<file path="src/rtl/aes_block_packer.sv">
`default_nettype none
// ============================================================================
//  Module      : aes_block_packer
//  Description : Collects 32-bit stream words into 128-bit AES blocks and
//                presents each completed block on a valid/ready port.
//                Word 0 of a block sits in bits [31:0].
//  Revision    : 1.0 - initial release
// ============================================================================
module aes_block_packer #(
  parameter int DATA_WIDTH  = 32,
  parameter int BLOCK_WIDTH = 128,
  parameter int CNT_WIDTH   = 16
) (
  input  logic                    clk_i,
  input  logic                    rst_ni,
  input  logic                    clear_i,
  input  logic                    in_valid_i,
  output logic                    in_ready_o,
  input  logic [DATA_WIDTH-1:0]   in_data_i,
  input  logic [DATA_WIDTH/8-1:0] in_strb_i,
  output logic                    blk_valid_o,
  input  logic                    blk_ready_i,
  output logic [BLOCK_WIDTH-1:0]  blk_data_o,
  output logic [1:0]              word_cnt_o,
  output logic [CNT_WIDTH-1:0]    blocks_o,
  output logic                    strb_err_o
);

  localparam int c_WORDS = BLOCK_WIDTH / DATA_WIDTH;
  localparam int c_BYTES = DATA_WIDTH / 8;

  typedef enum logic [0:0] {
    ST_FILL = 1'b0,
    ST_FULL = 1'b1
  } state_e;

  state_e                 r_state;
  logic [1:0]             r_cnt;
  logic [CNT_WIDTH-1:0]   r_blocks;
  logic                   r_strb_err;
  logic [DATA_WIDTH-1:0]  r_buf [c_WORDS];

  logic                   w_in_hs;
  logic                   w_blk_hs;
  logic [DATA_WIDTH-1:0]  w_masked;

  // A full block frees its buffer in the same cycle it is taken, so the
  // upstream may keep streaming whenever the datapath is ready.
  assign in_ready_o  = (r_state == ST_FILL) || blk_ready_i;
  assign blk_valid_o = (r_state == ST_FULL);
  assign w_in_hs     = in_valid_i && in_ready_o;
  assign w_blk_hs    = blk_valid_o && blk_ready_i;
  assign word_cnt_o  = r_cnt;
  assign blocks_o    = r_blocks;
  assign strb_err_o  = r_strb_err;

  // Bytes with a cleared strobe are stored as zero.
  generate
    for (genvar b = 0; b < c_BYTES; b++) begin : g_strb
      assign w_masked[b*8 +: 8] = in_strb_i[b] ? in_data_i[b*8 +: 8] : 8'h00;
    end
  endgenerate

  // Block output is driven straight from the buffer registers.
  generate
    for (genvar s = 0; s < c_WORDS; s++) begin : g_slot
      assign blk_data_o[s*DATA_WIDTH +: DATA_WIDTH] = r_buf[s];
    end
  endgenerate

  // Fill/present state machine with buffer, counters and sticky strobe error.
  always_ff @(posedge clk_i or negedge rst_ni) begin
    if (!rst_ni) begin
      r_state    <= ST_FILL;
      r_cnt      <= 2'd0;
      r_blocks   <= '0;
      r_strb_err <= 1'b0;
      for (int i = 0; i < c_WORDS; i++) r_buf[i] <= '0;
    end else if (clear_i) begin
      // Soft clear wins over any handshake in the same cycle.
      r_state    <= ST_FILL;
      r_cnt      <= 2'd0;
      r_blocks   <= '0;
      r_strb_err <= 1'b0;
      for (int i = 0; i < c_WORDS; i++) r_buf[i] <= '0;
    end else begin
      if (w_blk_hs) begin
        r_blocks <= r_blocks + CNT_WIDTH'(1);
        r_state  <= ST_FILL;
      end
      if (w_in_hs) begin
        // In FULL the count is already 0, so an overlapping word opens the
        // next block at slot 0.
        r_buf[r_cnt] <= w_masked;
        r_cnt        <= r_cnt + 2'd1;
        if (r_cnt == 2'(c_WORDS - 1)) r_state <= ST_FULL;
        if (in_strb_i != {c_BYTES{1'b1}}) r_strb_err <= 1'b1;
      end
    end
  end

endmodule
`default_nettype wire

</file>
<file path="config.mk">
export PLATFORM = sky130hd
export DESIGN_NAME = aes_block_packer
export DESIGN_NICKNAME = d
export VERILOG_FILES = /design/src/rtl/aes_block_packer.sv
export SDC_FILE = /design/constraint.sdc
export NUM_CORES = 1
export LEC_CHECK = 0
export ABC_CLOCK_PERIOD_IN_PS = 2200
export CORE_ASPECT_RATIO = 1.75
export CORE_MARGIN = 5
export CORE_UTILIZATION = 33
export DETAILED_ROUTE_END_ITERATION = 10
export PLACE_DENSITY_LB_ADDON = 0.05
export REMOVE_ABC_BUFFERS = 1
export SLEW_MARGIN = 0
export SYNTH_ARGS = -nofsm -noshare
export SYNTH_HDL_FRONTEND = slang
export SYNTH_SLANG_ARGS = --single-unit
</file>
<file path="constraint.sdc">
create_clock -name clk_i -period 2.2 [get_ports clk_i]
set_clock_uncertainty 0.05 [all_clocks]
set_input_delay 0.44 -clock clk_i [delete_from_list [all_inputs] [get_ports clk_i]]
set_output_delay 0.44 -clock clk_i [all_outputs]
set_load 0.005 [all_outputs]
</file>
# ---- After elaboration in Yosys (flattened, before gate mapping)
# Cells that the tools add are included.
dict set report classes {
  add_sub_neg 2
  n_lt_le_gt_ge 2
  eq_ne 2
  mux 20
  n_bitwise 2
  reduce_logical 8
}
# op n
set op_table {}
lappend op_table {{128-bit 2-to-1 mux} 2}
lappend op_table {{128-bit bitwise mux} 1}
lappend op_table {{32-bit demux with 2-bit select} 1}
lappend op_table {{16-bit 2-to-1 mux} 2}
lappend op_table {{32-bit 2-to-1 mux} 1}
lappend op_table {{8-bit 2-to-1 mux} 4}
lappend op_table {{16-bit by 1-bit adder with 16-bit output, second input constant} 1}
lappend op_table {{1-bit 2-to-1 mux} 7}
lappend op_table {{2-bit nonzero test} 3}
lappend op_table {{2-bit 2-to-1 mux} 2}
lappend op_table {{4-bit != test, second input constant} 1}
lappend op_table {{3-bit >= comparator, second input constant} 1}
lappend op_table {{1-bit logical AND} 3}
lappend op_table {{3-bit by 1-bit < comparator with 1-bit output, second input constant} 1}
lappend op_table {{2-bit inverter with 3-bit output} 1}
lappend op_table {{2-bit by 1-bit adder with 2-bit output, second input constant} 1}
lappend op_table {{2-bit equality test, second input constant} 1}
lappend op_table {{2-bit AND reduction} 1}
lappend op_table {{1-bit logical OR} 1}
lappend op_table {{1-bit inverter} 1}
dict set report totals {
  regBits 148
  inputBits 41
  word_cells 44
}

# ---- Depth between registers and ports, before layout
# Gate-level depths: netlist of run 1.
dict set report depth {
  depth_word 8
  depth_mapped 6
  depth_no_buf 5
}

# ---- Worst setup path before layout of run 1
# OpenSTA, ideal clock, no wires.
dict set report synth_timing {
  path_kind {register to register}
  start {register r_blocks[0] (netlist: blocks_o[0])}
  end {register r_blocks[14] (netlist: blocks_o[14])}
  setup_ns 0.078
  arrival_ns 1.681
  required_time_ns 2.072
  setup_slack_ns 0.391
  stages_incl_launch_ff 6
  n_path_buf 0
  period_less_slack_ns 1.809
  cell_sequence {dfrtp_1 -> ha_1 -> nand3_1 -> or3_4 -> or4_1 -> a21oi_1}
}
dict set report synth_between {
  elab_chain_len 3
}
# item line_no
set synth_lines {}
lappend synth_lines {{start, declared} 39} ;# logic [CNT_WIDTH-1:0] r_blocks;
lappend synth_lines {{start signal, assigned} 88} ;# r_blocks <= r_blocks + CNT_WIDTH'(1);
lappend synth_lines {{16-bit by 1-bit adder with 16-bit output} 88}
lappend synth_lines {{16-bit 2-to-1 mux} 87} ;# if (w_blk_hs) begin
lappend synth_lines {{16-bit 2-to-1 mux} 79} ;# end else if (clear_i) begin
# Every way passes these cells. The select of a mux whose other input is x is not followed.
# A chain may end at the register's enable or synchronous reset.

# ---- Worst setup path after layout of run 1
dict set report layout_timing {
  start {register r_state (netlist: blk_valid_o)}
  end {output port in_ready_o}
}
dict set report layout_between {
  elab_chain_len 2
}
# item line_no
set layout_lines {}
lappend layout_lines {{start, declared} 37} ;# state_e r_state;
lappend layout_lines {{start signal, assigned} 74} ;# r_state <= ST_FILL;
lappend layout_lines {{start signal, assigned} 81} ;# r_state <= ST_FILL;
lappend layout_lines {{start signal, assigned} 89} ;# r_state <= ST_FILL;
lappend layout_lines {{1-bit inverter} 49} ;# assign in_ready_o = (r_state == ST_FILL) || blk_ready_i;
lappend layout_lines {{1-bit logical OR} 49}
lappend layout_lines {{end, declared} 18} ;# output logic in_ready_o,
# Every way passes these cells.

==> flow_summary.yaml, run 1 <==
status:
  status: "complete, no violations"
route:
  postRouteAntennaNets: 0
  viasPerCell: 5.26
  firstDrtPassIters: 4
  routed_wl_mm: 18.9
  wire_per_inst_um: 21.1
  num_vias: 4700
  first_iter_violations: 202
  drc: 0
layout:
  antenna_cells: 0
  drive_gt1_share_pct: 12.4
  area_growth_pct: 53.5
  final_common_cell: "clkdlybuf4s50_1"
  layout_common_cells: "clkdlybuf4s50_1, dfrtp_1, a32o_1"
  post-route-cell-area_um2: 8870
  fin_nets: 696
global_route:
  grt_pass1_vias: 4998
  grt.overflow.total: 0
  grt_start_max_net_pins: 54
  track_usage_pct: 19.0
  antenna_found_initial: 0
  grt_pass1_wl_mm: 28.8
timing:
  rsz0062_at_grt: "no"
  whs_ns: 0.436
  period_share_pct: 94.6
  setup_violations: 0
  fmax_ghz: 0.481
  maxSlewHeadroom_pct: 37.5
  max_slew.worst_pin.slew_ns: 0.935
  tns_ns: 0
  min_period_ns: 2.08
  drv_slew: 0
  hold_viol: 0
logic_synthesis:
  avgSynthCellArea_um2: 13.0
  synth_area_leaders: "dfrtp_1, a32o_1, o2bb2ai_1"
  ys_types: 31
  ys_warn_count: 0
  syn_area_um2: 5780
  yosysTopAreaCell: "dfrtp_1"
  postSynthCellCount: 443
  ys_seq_elements: 148
  seq_area_frac_synth_pct: 64.1
  synth_top_cell_area_share_pct: 64.1
clock_tree:
  clock-sinks: 148
  ctsHtreeMaxLevel: 4
  clk_pin_slew_ns: 0.06
  cts_tree: "built"
  cts_post_setup_buffers_inserted: 0
  cts_buffers: 17
  clk_path_buf_depth: 2
  cts_root_buffer: "clkbuf_16"
  clock_latency_ns: 0.41
min_path:
  hp-class: "register to register"
  whs_path_depth: 1
setup_path:
  reg2regPathDepth: 4
  path_class: "register to output port"
  crit_fanout: 7
  endpoint_kind: "output port"
  critical_path_arrival_ns: 1.59
  cp-start-kind: "register"
  worst_ep_required_time_ns: 1.71
pwr:
  pwr_density_cell_nw_per_um2: 706
  ir_worst_vdd_v: 0.000481
  cellLeakagePower_nw: 3.74
  finalPower_w: 0.00626
floorplan:
  die_y_um: 185
  design.core.area_um2: 17400
  start_util_pct: 33.3
  rows: 64
  dieArea_um2: 20400
  die_w_um: 110
  ioPinCount: 190
placed_design:
  hpwlAfterDp_mm: 13.5
  dpl_cell_area_um2: 8280
  place.gp.congestion: 0.761
  numPortBuffers: 189
run:
  max-cap-violations: 0
==> metrics by stage <==
stage	cells	setup WS [ns]	util [%]
after global routing	894	0.0529	51.1
after global placement	861	-0.168	47.7
after floorplan	402	-0.359	-
final	894	0.119	51.1
after detailed placement	861	-0.162	47.7
after CTS	894	0.00939	51.1
==> synth_stat cells, drive strengths merged <==
cell / count
nor2b: 1
xor2: 2
ha: 5
nand2: 39
o21ai: 1
nand3: 9
or3: 2
clkbuf: 22
nor3: 2
mux2: 1
dfrtp: 148
nor4: 4
xnor2: 9
and3: 1
or4: 1
and2: 2
a31o: 2
buf: 19
o2bb2ai: 55
a2bb2o: 9
nor2: 19
a21oi: 13
inv: 6
nand2b: 3
nand4: 2
and3b: 1
a32o: 64
o31ai: 1
==> sequential cells by signal (all words and copies together), names as in the netlist <==
signal       cells
strb_err_o       1
blk_data_o     128
word_cnt_o       2
blk_valid_o      1
blocks_o        16
==> power breakdown <==
part / switching (W) / internal, W
clock: 0.00115 / 0.00167
combinational: 0.000333 / 0.000298
sequential: 0.0000378 / 0.00278
total: 0.00152 / 0.00475
==> worst max-delay path: stages, from the launching register on <==
cell	delay (ns)
dfrtp_1	0.46
nand2b_4	0.11
buf_4	0.11
clkdlybuf4s50_1	0.50
==> per-layer routing <==
metal,vias up,routed length (um),GRT usage [%]
met4,0,187,5.89
met1,2441,7300,22.2
met2,146,10200,33.1
met5,-,0,0
met3,10,1200,5.65
li1,2103,-,-
==> worst paths after layout <==
| kind | from | end | slack, ns |
|---|---|---|---|
| worst min register to register | blk_data_o[16] | blk_data_o[16] | 0.44 |
| worst max-delay path | blk_valid_o | in_ready_o | 0.12 |
| max in group asynchronous | rst_ni | blk_data_o[95] | 0.92 |
| worst max register to register | word_cnt_o[0] | blk_data_o[127] | 0.18 |
| worst min-delay path | blk_data_o[16] | blk_data_o[16] | 0.44 |
| min in group asynchronous | rst_ni | blocks_o[4] | 0.52 |
==> timing repair <==
action / CTS / global route
endpoints found under the setup margin: 1 / 1
hold endpoints to repair: 51 / 0
hold buffers: 1 / 0
gates resized for setup: 1 / 1
==> cell type report <==
cell class	instances	area (um2)
clock buffer	20	437
clock inverter	12	134
fill	1579	8500
inverter	6	22.5
multi-input combinational	248	1940
sequential	148	3700
tap	231	289
timing repair buffer	229	2350
==> kinds of logic (layout without fill, tap and decap cells) <==
kind of cell               after synthesis  count (layout)  synth area share, %
AOI/OAI and AO/OA                      145             145                 22.6
xor gates and xnor gates                11              11                 1.67
adders and majority gates                5               5                 1.08
buffers and inverters                   47             267                 3.42
DFF                                    148             148                 64.1
muxes                                    1               1                0.195
and+or+nand+nor                         86              86                 6.95
Power figures use the tool's default switching activity.
==> inputs of run 2 (changes only) <==
--- a/config.mk
+++ b/config.mk
@@ -10,6 +10,7 @@
 export CORE_MARGIN = 5
 export CORE_UTILIZATION = 33
 export DETAILED_ROUTE_END_ITERATION = 10
+export HOLD_SLACK_MARGIN = 0.1
 export PLACE_DENSITY_LB_ADDON = 0.05
 export REMOVE_ABC_BUFFERS = 1
 export SLEW_MARGIN = 0
==> results of run 2 <==
The final DEF is identical to that of run 1; final timing and power are the same.
==> inputs of run 3 (changes only) <==
--- a/config.mk
+++ b/config.mk
@@ -7,9 +7,9 @@
 export LEC_CHECK = 0
 export ABC_CLOCK_PERIOD_IN_PS = 2200
 export CORE_ASPECT_RATIO = 1.75
-export CORE_MARGIN = 5
 export CORE_UTILIZATION = 33
 export DETAILED_ROUTE_END_ITERATION = 10
+export GPL_ROUTABILITY_DRIVEN = 1
 export HOLD_SLACK_MARGIN = 0.1
 export PLACE_DENSITY_LB_ADDON = 0.05
 export REMOVE_ABC_BUFFERS = 1
==> flow_summary.yaml, run 3 (synthesis gave the netlist of run 1 again) <==
status:
  status: "complete, no violations"
timing:
  hold_viol: 0
  fmax_ghz: 0.471
  rsz0062_at_grt: "no"
  period_share_pct: 96.6
  maxSlewHeadroom_pct: 35.2
  min_period_ns: 2.13
  max_slew.worst_pin.slew_ns: 0.970
  setup_violations: 0
  drv_slew: 0
floorplan:
  design.core.area_um2: 17000
  die_w_um: 102
  rows: 63
  dieArea_um2: 18100
  die_y_um: 177
  start_util_pct: 34.0
  ioPinCount: 190
pwr:
  pwr-share-comb_pct: 10.5
  p_sw_share_pct: 25.9
  p_clk_share_pct: 43.6
  pwr_density_cell_nw_per_um2: 689
  pwr-share-seq_pct: 45.9
  ir_worst_vdd_v: 0.000456
  cellLeakagePower_nw: 3.73
  p_sw_w: 0.00159
  p_int_w: 0.00455
setup_path:
  reg2regPathDepth: 4
  cp-start-kind: "primary input"
  cp_cell_sequence: "clkdlybuf4s50_1 > nand2b_2 > clkdlybuf4s50_1"
  crit_cells: 3
  crit_slowest_cell: "clkdlybuf4s50_1"
  path_class: "primary input to output port"
  critical_path_arrival_ns: 1.64
  path_delay_family: "buffers and inverters"
  endpoint_kind: "output port"
  cp.buffers_inverters: 2
  cpPeakStageDelay_ns: 0.52
  worst_ep_required_time_ns: 1.71
  crit_path_frequent_cell: "clkdlybuf4s50_1"
  crit_fanout: 6
layout:
  largest_reg_flops: 128
  postLayoutCoreUtil_pct: 52.3
  antenna_cells: 0
  drive_gt1_share_pct: 13.2
  post-route-cell-area_um2: 8900
  layout_common_cells: "clkdlybuf4s50_1, dfrtp_1, a32o_1"
  area_growth_pct: 54.0
  fin_nets: 701
  final_common_cell: "clkdlybuf4s50_1"
global_route:
  antenna_found_initial: 0
  grt_start_max_net_pins: 48
  grt_pass1_wl_mm: 28.4
  grt_pass1_vias: 4996
  grt.overflow.total: 0
  track_usage_pct: 21.2
route:
  wire_per_inst_um: 20.4
  num_vias: 4734
  drc: 0
  postRouteAntennaNets: 0
  routed_wl_mm: 18.3
  firstDrtPassIters: 4
  first_iter_violations: 207
  viasPerCell: 5.29
placed_design:
  dpl_cell_area_um2: 8350
  hpwlAfterDp_mm: 12.7
  place.gp.congestion: 0.755
  numPortBuffers: 189
clock_tree:
  cts_root_buffer: "clkbuf_16"
  cts_post_setup_buffers_inserted: 0
  clk_pin_slew_ns: 0.07
  clk_path_buf_depth: 2
  ctsHtreeMaxLevel: 4
  clock_latency_ns: 0.42
  cts_buffers: 17
  cts_tree: "built"
  clock-sinks: 148
run:
  max-cap-violations: 0
min_path:
  hp-class: "primary input to async pin"
## run 3: power by group through the flow
stage / combinational [W] / sequential (W) / clock (W)
4_1_cts: 0.000658 / 0.00282 / 0.00273
3_3_place_gp: 0.000646 / 0.00286 / 0
5_1_grt: 0.000698 / 0.00282 / 0.00285
2_1_floorplan: 0.000137 / 0.00287 / 0
3_5_place_dp: 0.000653 / 0.00287 / 0
6_report: 0.000644 / 0.00282 / 0.00268
## run 3: timing repair
action / in CTS / in global routing
resized for setup: 0 / 1
setup endpoints to repair: 0 / 1
endpoints found under the hold margin: 29 / 0
hold buffers: 1 / 0
## run 3: final timing paths
kind,slack [ns],start,end
min,0.42,rst_ni,blocks_o[3]
max in group asynchronous,0.98,rst_ni,blk_data_o[111]
min in group clk_i,0.44,blk_data_o[61],blk_data_o[61]
max reg2reg,0.15,word_cnt_o[0],blk_data_o[101]
min reg2reg,0.44,blk_data_o[61],blk_data_o[61]
max,0.07,blk_ready_i,in_ready_o
## run 3: cell type report
type,count,area (um2)
clock buffers,19,433
repair buffers,234,2420
well taps,227,284
inverters,6,22.5
multi-input cells,248,1940
flip-flops and latches,148,3700
fillers,1547,8120
clock inverters,13,103
## run 3: metrics by stage
step	worst slack [ns]	power [W]	hold slack, ns	instances	setup TNS, ns
after CTS	0.00552	0.00620	0.421	895	0
after global placement	-0.234	0.00351	0.304	862	-10.35
after detailed placement	-0.304	0.00352	0.310	862	-12.97
final	0.0750	0.00614	0.418	895	0
after global routing	0.0119	0.00637	0.450	895	0
after floorplan	-0.359	0.00300	0.0944	402	-31.00
## run 3: worst register-to-register path: stages (launching register included)
cell	delay (ns)
dfrtp_1	0.44
ha_1	0.30
nand3_1	0.15
nor2_4	0.76
a32o_1	0.29
## run 3: layer usage
layer | track usage [%] | share of wire, %
met5 | 0 | 0
met4 | 6.25 | 1.2
met3 | 5.29 | 6.2
met2 | 38.2 | 54
met1 | 24.1 | 38
